## src/rtl/rxd_recv.sv

```systemverilog
// ============================================================================
// Module   : rxd_recv
// Purpose  : Oversampling 8N1 serial receiver assembling four bytes, MSB first,
//            into a 32-bit word with one-cycle valid and frame-error strobes.
// Revision : 1.0
// ============================================================================
`default_nettype none

module rxd_recv #(
    parameter int BAUD    = 434,
    parameter int TIMEOUT = 6944
) (
    input  logic        clk,
    input  logic        rst_n,
    input  logic        rxd,
    output logic [31:0] data_out,
    output logic        rxd_valid,
    output logic        frame_err,
    output logic        rxd_busy
);

    localparam int c_CNT_MAX = (BAUD > TIMEOUT) ? BAUD : TIMEOUT;
    localparam int c_CW      = $clog2(c_CNT_MAX + 1);

    localparam logic [c_CW-1:0] c_HALF_M1 = c_CW'(BAUD / 2 - 1);
    localparam logic [c_CW-1:0] c_FULL_M1 = c_CW'(BAUD - 1);
    localparam logic [c_CW-1:0] c_TOUT    = c_CW'(TIMEOUT);

    localparam logic [2:0] c_IDLE  = 3'd0;
    localparam logic [2:0] c_START = 3'd1;
    localparam logic [2:0] c_DATA  = 3'd2;
    localparam logic [2:0] c_STOP  = 3'd3;
    localparam logic [2:0] c_BREAK = 3'd4;

    logic            r_sync1;
    logic            r_sync2;
    logic            r_prev;
    logic [2:0]      r_state;
    logic [2:0]      w_next;
    logic [c_CW-1:0] r_timer;
    logic [c_CW-1:0] r_idle_cnt;
    logic [2:0]      r_bit_cnt;
    logic [7:0]      r_byte_sr;
    logic [31:0]     r_word_sr;
    logic [1:0]      r_byte_cnt;

    logic w_fall;
    logic w_tick_half;
    logic w_tick_bit;
    logic w_stop_ok;
    logic w_stop_bad;
    logic w_timeout;

    // Two-flop synchroniser; idle-high reset keeps reset release from looking like a start edge.
    always_ff @(posedge clk or negedge rst_n) begin
        if (!rst_n) begin
            r_sync1 <= 1'b1;
            r_sync2 <= 1'b1;
            r_prev  <= 1'b1;
        end else begin
            r_sync1 <= rxd;
            r_sync2 <= r_sync1;
            r_prev  <= r_sync2;
        end
    end

    assign w_fall      = r_prev & ~r_sync2;
    assign w_tick_half = (r_timer == c_HALF_M1);
    assign w_tick_bit  = (r_timer == c_FULL_M1);
    assign w_timeout   = (r_idle_cnt == c_TOUT);

    always_ff @(posedge clk or negedge rst_n) begin
        if (!rst_n) begin
            r_state <= c_IDLE;
        end else begin
            r_state <= w_next;
        end
    end

    always_comb begin
        w_next = r_state;
        case (r_state)
            c_IDLE:  if (w_fall)      w_next = c_START;
            c_START: if (w_tick_half) w_next = r_sync2 ? c_IDLE : c_DATA;
            c_DATA:  if (w_tick_bit && (r_bit_cnt == 3'd7)) w_next = c_STOP;
            c_STOP:  if (w_tick_bit)  w_next = r_sync2 ? c_IDLE : c_BREAK;
            c_BREAK: if (r_sync2)     w_next = c_IDLE;
            default: w_next = c_IDLE;
        endcase
    end

    always_comb begin
        w_stop_ok  = (r_state == c_STOP) && w_tick_bit && r_sync2;
        w_stop_bad = (r_state == c_STOP) && w_tick_bit && !r_sync2;
        rxd_busy   = (r_state != c_IDLE) || (r_byte_cnt != 2'd0);
    end

    // Timer restarts on every state change and at each data-bit sample point.
    always_ff @(posedge clk or negedge rst_n) begin
        if (!rst_n) begin
            r_timer <= '0;
        end else if ((r_state == c_IDLE) || (r_state == c_BREAK) || (r_state != w_next) ||
                     ((r_state == c_DATA) && w_tick_bit)) begin
            r_timer <= '0;
        end else begin
            r_timer <= r_timer + 1'b1;
        end
    end

    always_ff @(posedge clk or negedge rst_n) begin
        if (!rst_n) begin
            r_bit_cnt <= 3'd0;
            r_byte_sr <= 8'd0;
        end else if (r_state == c_START) begin
            r_bit_cnt <= 3'd0;
        end else if ((r_state == c_DATA) && w_tick_bit) begin
            r_byte_sr[r_bit_cnt] <= r_sync2;
            r_bit_cnt            <= r_bit_cnt + 3'd1;
        end
    end

    always_ff @(posedge clk or negedge rst_n) begin
        if (!rst_n) begin
            r_idle_cnt <= '0;
        end else if ((r_byte_cnt == 2'd0) || ((r_state == c_IDLE) && w_fall)) begin
            r_idle_cnt <= '0;
        end else if ((r_state == c_IDLE) && !w_timeout) begin
            r_idle_cnt <= r_idle_cnt + 1'b1;
        end
    end

    always_ff @(posedge clk or negedge rst_n) begin
        if (!rst_n) begin
            r_word_sr  <= 32'd0;
            r_byte_cnt <= 2'd0;
            data_out   <= 32'd0;
            rxd_valid  <= 1'b0;
            frame_err  <= 1'b0;
        end else begin
            rxd_valid <= 1'b0;
            frame_err <= 1'b0;
            if (w_stop_ok) begin
                r_word_sr <= {r_word_sr[23:0], r_byte_sr};
                if (r_byte_cnt == 2'd3) begin
                    data_out   <= {r_word_sr[23:0], r_byte_sr};
                    rxd_valid  <= 1'b1;
                    r_byte_cnt <= 2'd0;
                end else begin
                    r_byte_cnt <= r_byte_cnt + 2'd1;
                end
            end else if (w_stop_bad) begin
                frame_err  <= 1'b1;
                r_byte_cnt <= 2'd0;
                r_word_sr  <= 32'd0;
            end else if ((r_state == c_IDLE) && w_timeout) begin
                r_byte_cnt <= 2'd0;
                r_word_sr  <= 32'd0;
            end
        end
    end

endmodule

`default_nettype wire
```

## config.mk

```make
export PLATFORM = sky130hd
export DESIGN_NAME = rxd_recv
export DESIGN_NICKNAME = d
export VERILOG_FILES = /design/src/rtl/rxd_recv.sv
export SDC_FILE = /design/constraint.sdc
export NUM_CORES = 1
export LEC_CHECK = 0
export BUFFER_PORTS_ARGS = -buffer_cell sky130_fd_sc_hd__buf_2
export CAP_MARGIN = 0
export CORE_ASPECT_RATIO = 1.1
export CORE_MARGIN = 3
export CORE_UTILIZATION = 50
export CTS_CLUSTER_DIAMETER = 30
export CTS_CLUSTER_SIZE = 28
export DETAILED_ROUTE_END_ITERATION = 16
export GPL_TIMING_DRIVEN = 0
export PLACE_DENSITY = 0.75
export REMOVE_ABC_BUFFERS = 1
export SYNTH_ARGS = -nofsm -noshare
export SYNTH_HDL_FRONTEND = slang
export SYNTH_SLANG_ARGS = --single-unit
```

## constraint.sdc

```tcl
create_clock -name clk -period 4.2 [get_ports clk]
set_input_delay 1.26 -clock clk [delete_from_list [all_inputs] [get_ports clk]]
set_output_delay 1.26 -clock clk [all_outputs]
set_load 0.02 [all_outputs]
```

### Yosys cells after proc, flatten, opt, wreduce, memory -nomap -nowiden

Index checks and enable logic that the tools add are counted.

* flip-flop bits (word level): 103
* latch bits: 0
* RAM bits: 0
* bits in read-only memories: 0
* input bits: 3
* word-level logic and storage cells: 84
* memories: 0

* add/sub/neg operators: 4
* multiply operators: 0
* divide/modulo/power cells: 0
* order comparisons: 2
* eq/ne operators: 10
* shifts and indexed selects: 0
* muxes and demuxes: 27
* bitwise logic cells: 3
* reduce and logical (&&, ||, !) cells: 25

Operators with widths (number)
* $mux W24: 3
* $mux W13: 3
* $add A13 B1 Y13 const B: 2
* $mux W3: 8
* $pmux W3 S5: 1
* $eq A13 B13 Y1 const B: 1
* $eq A13 B8 Y1 const B: 1
* $eq A13 B9 Y1 const B: 1
* $mux W2: 5
* $logic_and A1 B1 Y1: 9
* $bwmux W8: 1
* $eq A3 B2 Y1 const B: 2
* $eq A3 B3 Y1 const B: 2
* $reduce_bool A2 Y1: 3
* $reduce_bool A3 Y1: 2
* $logic_or A1 B1 Y1: 5
* $mux W1: 5
* $lt A3 B4 Y1 const B: 1
* $reduce_and A2 Y1: 2
* $add A3 B1 Y3 const B: 1
* $demux W1 S3: 1
* $eq A3 B1 Y1 const B: 1
* $ge A3 B1 Y1 const B: 1
* $logic_not A3 Y1: 1
* 7 further kinds: 9

### Logic depth before layout (Yosys ltp)

* depth in word-level cells: 8
* mapped depth: 8

### Worst setup path before layout

OpenSTA, ideal clock, no wires.

* path type: flip-flop to flip-flop
* start point: register r_timer[2]
* end point: register data_out[10]
* arrival: 2.206 ns
* required time: 4.075 ns
* setup slack: 1.869 ns
* stages on the path, launching flop included: 7
* buffers on the path: 1
* period minus slack after synthesis: 2.331 ns
* cell sequence: dfrtp_1 or3_4 nor4_4 and2_2 nand4_4 buf_6 mux2_4

* word-level cells in the longest chain between the ends: 4

Ends and longest elaborated chain
* from (decl): line 40 `logic [c_CW-1:0] r_timer;`
* from (signal assigned): line 106 `r_timer <= r_timer + 1'b1;`
* $eq A13 B9 Y1: line 69 `assign w_tick_bit = (r_timer == c_FULL_M1);`
* $logic_and A1 B1 Y1 (2 in a row): line 93 `w_stop_ok = (r_state == c_STOP) && w_tick_bit && r_sync2;`
* $reduce_and A2 Y1 (no source line)
* to (signal assigned): line 145 `data_out <= {r_word_sr[23:0], r_byte_sr};`
* to (decl): line 16 `output logic [31:0] data_out,`

Every way passes these cells.
A chain may end at the register's enable or synchronous reset.

### Worst setup path in the final report

* start point: register r_timer[2]
* end point: register data_out[20]

Same word-level chain as after synthesis.

==> summary.md <==
| Metric | Value |
|---|---|
| Final setup viols | 0 |
| Power Total | 1.84 mW |
| Worst Setup Start Kind | register |
| PostCTS Resize Cnt | 0 |
| DRT iter0 DRCs | 143 |
| Peak Freq | 0.321 GHz |
| VDD IR max | 0.000196 V |
| Fin nets | 409 |
| Async S/R FF share, synth | 100% |
| GRT overflow | 0 |
| Share of post-route cells with drive strength above 1 | 26.6% |
| Post-synthesis sequential area ratio | 55.7% |
| Clock Latency Late Sink | 0.37 ns |
| Synth unique cells | 50 |
| Die Span Y | 107 um |
| Routed len/inst | 16.0 um |
| HP Start | r_sync1 |
| Starting Density | 51.7% |
| # IOs | 38 |
| Clock Path Buffers | 2 |
| TritonRoute pass-1 iters | 4 |
| Top cells by area, synth | dfrtp_1 (54%), mux2_4 (9.4%), a32o_1 (5.4%) |
| Power per cell area | 360 nW/um2 |
| Clk sinks | 103 |
| First-pass GRT wire length | 14100 um |
| Initial antenna violation count | 0 |
| Pre-CTS WS | 1.08 ns |
| Slew HR | 25.1% |
| CTS buffer count | 9 |
| Clk_skew | 0.0148 ns |
| Worst hold path type | register to register |
| WS Path Type | register to register |
| Outcome | complete, no violations |
| Reg2reg path depth | 5 |
| Clock Tree Root | clkbuf_8 |
| Residual DRC | 0 |
| Post-Syn Area | 4630 um2 |
| # diodes | 0 |
| Max-cap violations | 0 |
| PortBufs | 37 |
| Synth top cells by count | dfrtp_1 (100), mux2_4 (29), nor2_1 (27), a32o_1 (25) |
| Leakage power | 2.50 nW |
| Most instantiated library cell after synthesis | dfrtp_1 |
| Final WL | 8250 um |
| EDFF count, synth | 0 |
| Synth top area share | 54.0% |
| Post-route worst setup slack | 1.08 ns |
| Worst R2R Start | r_timer[2] |
| Pin count of the biggest net entering global routing | 53 |
| Post-CTS Setup Bufs | 0 |
| Placed wire-length estimate | 5500 um |
| Site Rows | 36 |
| Synth area leader | dfrtp_1 |
| Via count | 2973 |
| DIE AREA | 10500 um2 |
| RSZ-0062 raised after global routing | false |
| Period minus WS final | 3.12 ns |
| Syn avg cell area | 12.7 um2 |
| WP data arrival | 3.37 ns |
| Worst hold path cell count | 0 |
| Flops & latches, synth | 103 |
| Vias in the first global route | 2886 |
| Total track usage | 16.6% |
| Core area | 8960 um2 |
| Setup total negative slack | 0 ns |
| Critical path origin | r_timer[2] |
| Post-synth top flop | dfrtp_1 |
| Clock-pin slew on the worst setup and hold paths | 0.09 ns |
| Placer Congestion | 0.849 |
| Final Util | 57.0% |
| DIE WIDTH | 97.8 um |
| CP required | 4.45 ns |
| Remaining antenna violation count | 0 |
| Crit share post-route | 74.3% |
| Synth Instances | 365 |
| CP Max Fanout | 33 |
| Cts-stage hold buffer count | 0 |
| DR vias/cell | 5.76 |
| TritonCTS clock tree | done |
| Slew Limit Fails | 0 |
| Final hold violations | 0 |
| Number of H-tree levels | 3 |
| CP Capture Type | register |
| Tightest Pin Transition | 1.12 ns |
| Area growth syn-to-layout | 10.2% |
| Ys Warns | 0 |
-- final cells by class --
class                   count  area, um2
fillers                   736       3860
repair buffers             38        215
well taps                 114        143
clock buffers               9        124
inverters                  10       37.5
flip-flops and latches    103       2580
clock inverters             7       80.1
multi-input cells         235       1930
-- layout by cell type, fill, tap and decap left out, types with 2 or more instances in the layout --
master	netlist	routed
nand3_1	16	16
a21oi_1	6	6
xor2_1	18	18
or3b_2	2	2
a32oi_1	2	2
ha_1	9	9
o2bb2ai_1	3	3
nand4_1	9	9
clkbuf_8	0	9
a32o_1	25	25
and2_1	2	2
nor3_1	14	14
inv_1	10	10
mux2_4	29	29
nor2_1	27	27
mux2_2	11	11
clkinv_4	0	2
nor4_1	5	5
a31oi_1	2	2
dfstp_2	3	3
dfrtp_1	100	100
and4_1	3	3
and3_1	4	4
nand2_1	18	18
buf_2	2	36
o31ai_1	2	2
xnor2_1	5	5
-- power breakdown --
group / leakage, nW / internal [mW] / total, mW / switching (mW)
combinational: 0.990 / 0.0625 / 0.134 / 0.0711
clock: 0.102 / 0.283 / 0.629 / 0.346
sequential: 1.41 / 1.03 / 1.08 / 0.0489
-- registers in the layout, summed over array words and instances, names as in the netlist, 2 cells and up --
register,flops
r_state,3
r_idle_cnt,13
r_byte_sr,8
r_bit_cnt,3
data_out,32
r_byte_cnt,2
r_timer,13
r_word_sr,24
-- path summary, 6_finish.rpt --
| check | end | slack [ns] |
|---|---|---|
| min reg2reg | r_sync2 | 0.36 |
| max in group asynchronous | r_word_sr[7] | 2.59 |
| max reg2reg | data_out[20] | 1.08 |
| max | data_out[20] | 1.08 |
| min | r_sync2 | 0.36 |
| min in group asynchronous | rxd_valid | 0.92 |
-- kinds of logic (layout without fill, tap and decap cells) --
family                     count (synthesis)  count (layout)  share of synthesized area [%]
DFF                                      103             103                           55.7
and+or+nand+nor                          115             115                           13.8
xor gates and xnor gates                  23              23                           4.35
AOI/OAI and AO/OA                         47              47                           8.75
muxes                                     41              41                           12.3
adders and majority gates                  9               9                           2.43
buffers and inverters                     27              64                           2.73
-- worst max-delay path: stages, from the launching register on --
cell and delay, ns:
dfrtp_1 0.46, or3_4 0.44, nor4_4 0.58, and2_2 0.31, nand4_4 0.65, mux2_4 0.55
-- through the flow --
stage / hold slack (ns) / area, um2 / instances
after global routing: 0.369 / 5110 / 516
after detailed placement: 0.347 / 4900 / 500
final: 0.359 / 5110 / 516
after CTS: 0.360 / 5110 / 516
after floorplan: 0.345 / 4550 / 348
after global placement: 0.346 / 4870 / 499
-- per-layer routing --
layer | track usage, % | wire length [um] | share of wire (%) | up-vias
met3 | 4.55 | 416 | 5.0 | 10
met5 | 0 | 0 | 0 | -
met1 | 22.4 | 3770 | 46 | 1492
li1 | - | - | - | 1400
met4 | 4.55 | 85 | 1.0 | 0
met2 | 26.7 | 3980 | 48 | 71
(Power assumes the default switching activity.)
